===== src/rtl/uart_pkg.sv =====
// uart_pkg: shared drain-FSM encodings and default FIFO depth
package uart_pkg;
  localparam int DEFAULT_DEPTH = 16;
  typedef enum logic [1:0] {IDLE = 2'd0, WAIT_BUSY = 2'd1, WAIT_DONE = 2'd2} tx_state_e;
endpackage


===== src/rtl/uart_tx_fifo_if.sv =====
// uart_tx_fifo_if: write side, status and transmitter handshake of the tx fifo
interface uart_tx_fifo_if import uart_pkg::*; #(parameter int DEPTH = DEFAULT_DEPTH);
  logic [7:0] wr_data;
  logic wr_en;
  logic full;
  logic empty;
  logic [$clog2(DEPTH):0] level;
  logic overflow;
  logic [7:0] tx_din;
  logic tx_wr_en;
  logic tx_busy;
  modport master (output wr_data, wr_en, tx_busy, input full, empty, level, overflow, tx_din, tx_wr_en);
  modport slave (input wr_data, wr_en, tx_busy, output full, empty, level, overflow, tx_din, tx_wr_en);
endinterface


===== src/rtl/sync_fifo.sv =====
// sync_fifo: circular buffer with registered full/empty/level and sticky overflow
module sync_fifo #(
  parameter int W = 8,
  parameter int DEPTH = 16,
  localparam int AW = $clog2(DEPTH),
  localparam int LW = AW + 1
) (
  input  logic          clk,
  input  logic          rst,
  input  logic          wr_en,
  input  logic [W-1:0]  wr_data,
  input  logic          rd_en,
  output logic [W-1:0]  rd_data,
  output logic          full,
  output logic          empty,
  output logic [LW-1:0] level,
  output logic          overflow
);
  logic [W-1:0] mem [DEPTH];
  logic [AW-1:0] wr_ptr, rd_ptr;
  logic wr_ok, rd_ok;
  logic [LW-1:0] level_nxt;
  always_comb begin
    wr_ok = wr_en & ~full;
    rd_ok = rd_en & ~empty;
    level_nxt = level + LW'(wr_ok) - LW'(rd_ok);
  end
  assign rd_data = mem[rd_ptr];
  always_ff @(posedge clk)
    if (wr_ok) mem[wr_ptr] <= wr_data;
  // flags come from the next level so they never see wr_en combinationally
  always_ff @(posedge clk or posedge rst)
    if (rst) begin
      wr_ptr <= '0;
      rd_ptr <= '0;
      level <= '0;
      full <= 1'b0;
      empty <= 1'b1;
      overflow <= 1'b0;
    end else begin
      wr_ptr <= wr_ptr + AW'(wr_ok);
      rd_ptr <= rd_ptr + AW'(rd_ok);
      level <= level_nxt;
      full <= level_nxt == LW'(DEPTH);
      empty <= level_nxt == '0;
      overflow <= overflow | (wr_en & full);
    end
endmodule


===== src/rtl/uart_tx_fifo.sv =====
// uart_tx_fifo: byte fifo drained into a uart transmitter one frame at a time
module uart_tx_fifo import uart_pkg::*; #(
  parameter int DEPTH = DEFAULT_DEPTH
) (
  input logic clk,
  input logic rst,
  uart_tx_fifo_if.slave bus
);
  tx_state_e state, state_nxt;
  logic pop;
  logic [7:0] head;
  sync_fifo #(.W(8), .DEPTH(DEPTH)) u_fifo (
    .clk(clk),
    .rst(rst),
    .wr_en(bus.wr_en),
    .wr_data(bus.wr_data),
    .rd_en(pop),
    .rd_data(head),
    .full(bus.full),
    .empty(bus.empty),
    .level(bus.level),
    .overflow(bus.overflow)
  );
  always_comb begin
    pop = state == IDLE && !bus.empty && !bus.tx_busy;
    state_nxt = state == IDLE      ? (pop ? WAIT_BUSY : IDLE) :
                state == WAIT_BUSY ? (bus.tx_busy ? WAIT_DONE : WAIT_BUSY) :
                state == WAIT_DONE ? (bus.tx_busy ? WAIT_DONE : IDLE) : IDLE;
  end
  always_ff @(posedge clk or posedge rst)
    if (rst) begin
      state <= IDLE;
      bus.tx_wr_en <= 1'b0;
      bus.tx_din <= 8'h00;
    end else begin
      state <= state_nxt;
      bus.tx_wr_en <= pop;
      if (pop) bus.tx_din <= head;
    end
endmodule


===== src/flat_wrapper.sv =====
// flat-port wrapper written by rule: the top's interface ports become plain ports
module uart_tx_fifo_flat import uart_pkg::*;
#(
  parameter int DEPTH = DEFAULT_DEPTH
)
  (clk, rst, bus_wr_data, bus_wr_en, bus_tx_busy, bus_full, bus_empty, bus_level, bus_overflow, bus_tx_din, bus_tx_wr_en);
  uart_tx_fifo_if #(.DEPTH(DEPTH)) bus_i ();
  input logic clk;
  input logic rst;
  input wire logic [$bits(bus_i.wr_data)-1:0] bus_wr_data;
  input wire logic [$bits(bus_i.wr_en)-1:0] bus_wr_en;
  input wire logic [$bits(bus_i.tx_busy)-1:0] bus_tx_busy;
  output wire logic [$bits(bus_i.full)-1:0] bus_full;
  output wire logic [$bits(bus_i.empty)-1:0] bus_empty;
  output wire logic [$bits(bus_i.level)-1:0] bus_level;
  output wire logic [$bits(bus_i.overflow)-1:0] bus_overflow;
  output wire logic [$bits(bus_i.tx_din)-1:0] bus_tx_din;
  output wire logic [$bits(bus_i.tx_wr_en)-1:0] bus_tx_wr_en;
  assign bus_i.wr_data = bus_wr_data;
  assign bus_i.wr_en = bus_wr_en;
  assign bus_i.tx_busy = bus_tx_busy;
  assign bus_full = bus_i.full;
  assign bus_empty = bus_i.empty;
  assign bus_level = bus_i.level;
  assign bus_overflow = bus_i.overflow;
  assign bus_tx_din = bus_i.tx_din;
  assign bus_tx_wr_en = bus_i.tx_wr_en;
  uart_tx_fifo #(.DEPTH(DEPTH)) u_core (.clk(clk), .rst(rst), .bus(bus_i));
endmodule

===== config.mk =====
export PLATFORM = sky130hd
export DESIGN_NAME = uart_tx_fifo_flat
export DESIGN_NICKNAME = d
export VERILOG_FILES = /design/src/rtl/uart_pkg.sv /design/src/rtl/uart_tx_fifo_if.sv /design/src/rtl/sync_fifo.sv /design/src/rtl/uart_tx_fifo.sv /design/src/flat_wrapper.sv
export SDC_FILE = /design/constraint.sdc
export NUM_CORES = 1
export LEC_CHECK = 0
export CAP_MARGIN = 5
export CORE_MARGIN = 4
export CORE_UTILIZATION = 59
export CTS_CLUSTER_DIAMETER = 200
export DETAILED_ROUTE_END_ITERATION = 6
export HOLD_SLACK_MARGIN = 0.05
export PLACE_DENSITY = 0.78
export SYNTH_ARGS = -nofsm -noshare
export SYNTH_HDL_FRONTEND = slang
export SYNTH_SLANG_ARGS = --single-unit

===== constraint.sdc =====
create_clock -name clk -period 3.2 [get_ports clk]
set_input_delay 0.48 -clock clk [delete_from_list [all_inputs] [get_ports clk]]
set_output_delay 0.48 -clock clk [all_outputs]
set_load 0.03 [all_outputs]

==> impl_metrics.env <==
export IMPL_outcome="finished clean"
export IMPL_regToRegSetupSlack_ns=0.49
export IMPL_start_kind="flop"
export IMPL_final_cell_mix="edfxtp_1 (128), clkdlybuf4s50_1 (28), mux4_2 (25), dfrtp_1 (25), buf_4 (24)"
export IMPL_place_hpwl_um=7470
export IMPL_cts_resized=0
export IMPL_ys_warn_count=0
export IMPL_grt_pass1_vias=3150
export IMPL_io_pins=29
export IMPL_syn_avg_cell_area_um2=19.8
export IMPL_critPathMaxFanout=3
export IMPL_antenna_cells=0
export IMPL_power_density_nw_per_um2=971
export IMPL_power_w=0.00706
export IMPL_hold_path_class="in -> async"
export IMPL_coreArea_um2=9950
export IMPL_ys_flop_type="edfxtp_1"
export IMPL_skew_ns=0.00668
export IMPL_cts_tree="built"
export IMPL_maxCapViolCount=0
export IMPL_finalNetCount=390
export IMPL_cts_sinks=155
export IMPL_ant_nets=0
export IMPL_wl_um=11300
export IMPL_fp_dieH_um=110
export IMPL_final_hold_viol_count=0
export IMPL_ys_seq_elements=155
export IMPL_fin_setup_tns_ns=0
export IMPL_grt_util_all_layers=0.214
export IMPL_dr_pass1_iters=5
export IMPL_drc_errors=0
export IMPL_syn_to_final_growth_pct=18.7
export IMPL_die_area_um2=12100
export IMPL_fmax_ghz=0.369
export IMPL_initial_utilization=0.616
export IMPL_port_buffers=28
export IMPL_cts_root_buf="clkbuf_8"
export IMPL_rsz0062_at_grt="false"
export IMPL_clock_latency_ns=0.53
export IMPL_htreeDepth=4
export IMPL_via_per_inst=5.88
export IMPL_slew_headroom=0.402
export IMPL_syn_nets=330
export IMPL_wl_per_cell_um=21.9
export IMPL_post_route_min_period_ns=2.71
export IMPL_maxSlewViolCount=0
export IMPL_synth_edff_count=128
export IMPL_cts_hold_buffers=0
export IMPL_dr_total_vias=3032
export IMPL_yosysSeqAreaShare=0.737
export IMPL_fp_dieW_um=110
export IMPL_drt_iter0_markers=223
export IMPL_syn_inst=310
export IMPL_min_period_over_period=0.848
export IMPL_syn_cell_area_um2=6130
export IMPL_r2r_start="u_core.state[1]$_DFF_PP0_"
export IMPL_final_common_cell="edfxtp_1"
export IMPL_path_clk_slew_ns=0.06
export IMPL_grt_max_degree=23
export IMPL_worstPathRequired_ns=3.64
export IMPL_critPathCaptureType="flop"
export IMPL_numCtsBuffers=17
export IMPL_worst_pin_slew_ns=0.898
export IMPL_fin_util=0.731
export IMPL_grt_ovfl_total=0
export IMPL_ir_drop_v=0.000536
export IMPL_cp_data_arrival_time_ns=3.15
export IMPL_setup_ws_ns=0.487
export IMPL_p_leak_nw=2.63
export IMPL_antenna_found_initial=0
export IMPL_cts_buffer_depth=2
export IMPL_drive_above_1_share=0.222
export IMPL_ys_types=37
export IMPL_r2r_worst_path_cells=9
export IMPL_reg2reg_to="u_core.u_fifo.full$_DFF_PP0_"
export IMPL_rows=36
export IMPL_gp_congestion=0.770
export IMPL_cts_setup_buffers=0
export IMPL_critPathKind="reg -> reg"
export IMPL_pre_cts_ws_ns=0.104
export IMPL_grt_pass1_wl_um=17900
export IMPL_setup_viol=0
export IMPL_synthArstFlopShare=0.174
-- how the worst max path moves through the flow --
stage / end / startpoint / depth (start not counted) / slack (ns)
detailed placement: u_core.u_fifo.full$_DFF_PP0_ / bus_tx_busy / 10 / 0.10
finish: u_core.u_fifo.full$_DFF_PP0_ / u_core.state[1]$_DFF_PP0_ / 9 / 0.49
floorplan: u_core.u_fifo.full$_DFF_PP0_ / u_core.state[1]$_DFF_PP0_ / 10 / 0.68
CTS: u_core.u_fifo.full$_DFF_PP0_ / u_core.state[1]$_DFF_PP0_ / 9 / 0.50
global route: u_core.u_fifo.full$_DFF_PP0_ / u_core.state[1]$_DFF_PP0_ / 9 / 0.33
global placement: u_core.u_fifo.full$_DFF_PP0_ / bus_tx_busy / 10 / 0.14
-- state kept, by name, indices dropped and copies added, names as in the netlist --
register / flops
u_core.u_fifo.mem: 128
u_core.bus.tx_din: 8
u_core.u_fifo.level: 5
u_core.u_fifo.rd_ptr: 4
u_core.u_fifo.wr_ptr: 4
u_core.state: 2
u_core.bus.tx_wr_en: 1
u_core.u_fifo.empty: 1
u_core.u_fifo.full: 1
u_core.u_fifo.overflow: 1
-- stage by stage --
| stage | std cells | hold slack, ns | instance area (um2) |
|---|---|---|---|
| 3_3_place_gp | 484 | 0.438 | 6680 |
| 2_1_floorplan | 310 | 0.435 | 6130 |
| 5_1_grt | 516 | 0.388 | 7270 |
| 6_report | 516 | 0.337 | 7270 |
| 3_5_place_dp | 484 | 0.452 | 6680 |
| 4_1_cts | 516 | 0.331 | 7270 |
-- cell usage after synthesis, drive strengths merged (2+ instances only) --
cell type | n | area (um2)
a31oi | 2 | 12.5
xor2 | 4 | 35.0
dfrtp | 26 | 651
inv | 7 | 26.3
edfxtp | 128 | 3840
o22ai | 7 | 43.8
mux4 | 30 | 694
or3 | 2 | 12.5
a21o | 10 | 75.1
buf | 11 | 97.6
nand2 | 9 | 41.3
nor2 | 15 | 56.3
and2 | 2 | 12.5
mux2 | 3 | 33.8
mux2i | 15 | 150
xnor2 | 6 | 52.6
ha | 7 | 87.6
nor3 | 5 | 25.0
o21ai | 3 | 15.0
a21oi | 2 | 10.0
nand2b | 5 | 38.8
nand3 | 2 | 10.0
-- logic make-up after synthesis --
family | count (synthesis) | synth area share
DFF | 155 | 0.737
muxes | 48 | 0.143
and+or+nand+nor | 43 | 0.0355
AOI/OAI and AO/OA | 26 | 0.0284
buffers and inverters | 20 | 0.0235
xor gates and xnor gates | 10 | 0.0143
adders and majority gates | 8 | 0.0176
-- where the power goes --
part           switching (W)  internal, W  leakage [nW]
Combinational        0.00113      0.00107         0.877
Clock               0.000737      0.00126         0.277
Sequential          0.000307      0.00256          1.48
-- routing by layer --
metal  vias to the layer above  track usage  share of wire
li1                       1353            -              -
met1                      1547        0.294           0.42
met2                       113        0.324           0.50
met3                        19       0.0622          0.075
met4                         0       0.0899          0.015
met5                         -            0              0
-- cell type report --
| cell class | count | area [um2] |
|---|---|---|
| sequential | 155 | 4520 |
| fill | 568 | 2680 |
| clock buffer | 20 | 425 |
| tap | 133 | 166 |
| multi-input combinational | 135 | 1470 |
| timing repair buffer | 53 | 480 |
| clock inverter | 12 | 171 |
| inverter | 8 | 42.5 |
-- worst max-delay path: stages (launching register included) --
cell and delay [ns]:
dfrtp_1 0.40, or4_1 0.69, nand2_1 0.11, nand2_1 0.08, ha_1 0.22, fa_1 0.40, a21o_1 0.20, a21oi_1 0.17
xnor2_1 0.17, nor3b_1 0.20
Note: power is estimated with default switching activity, not from simulation.
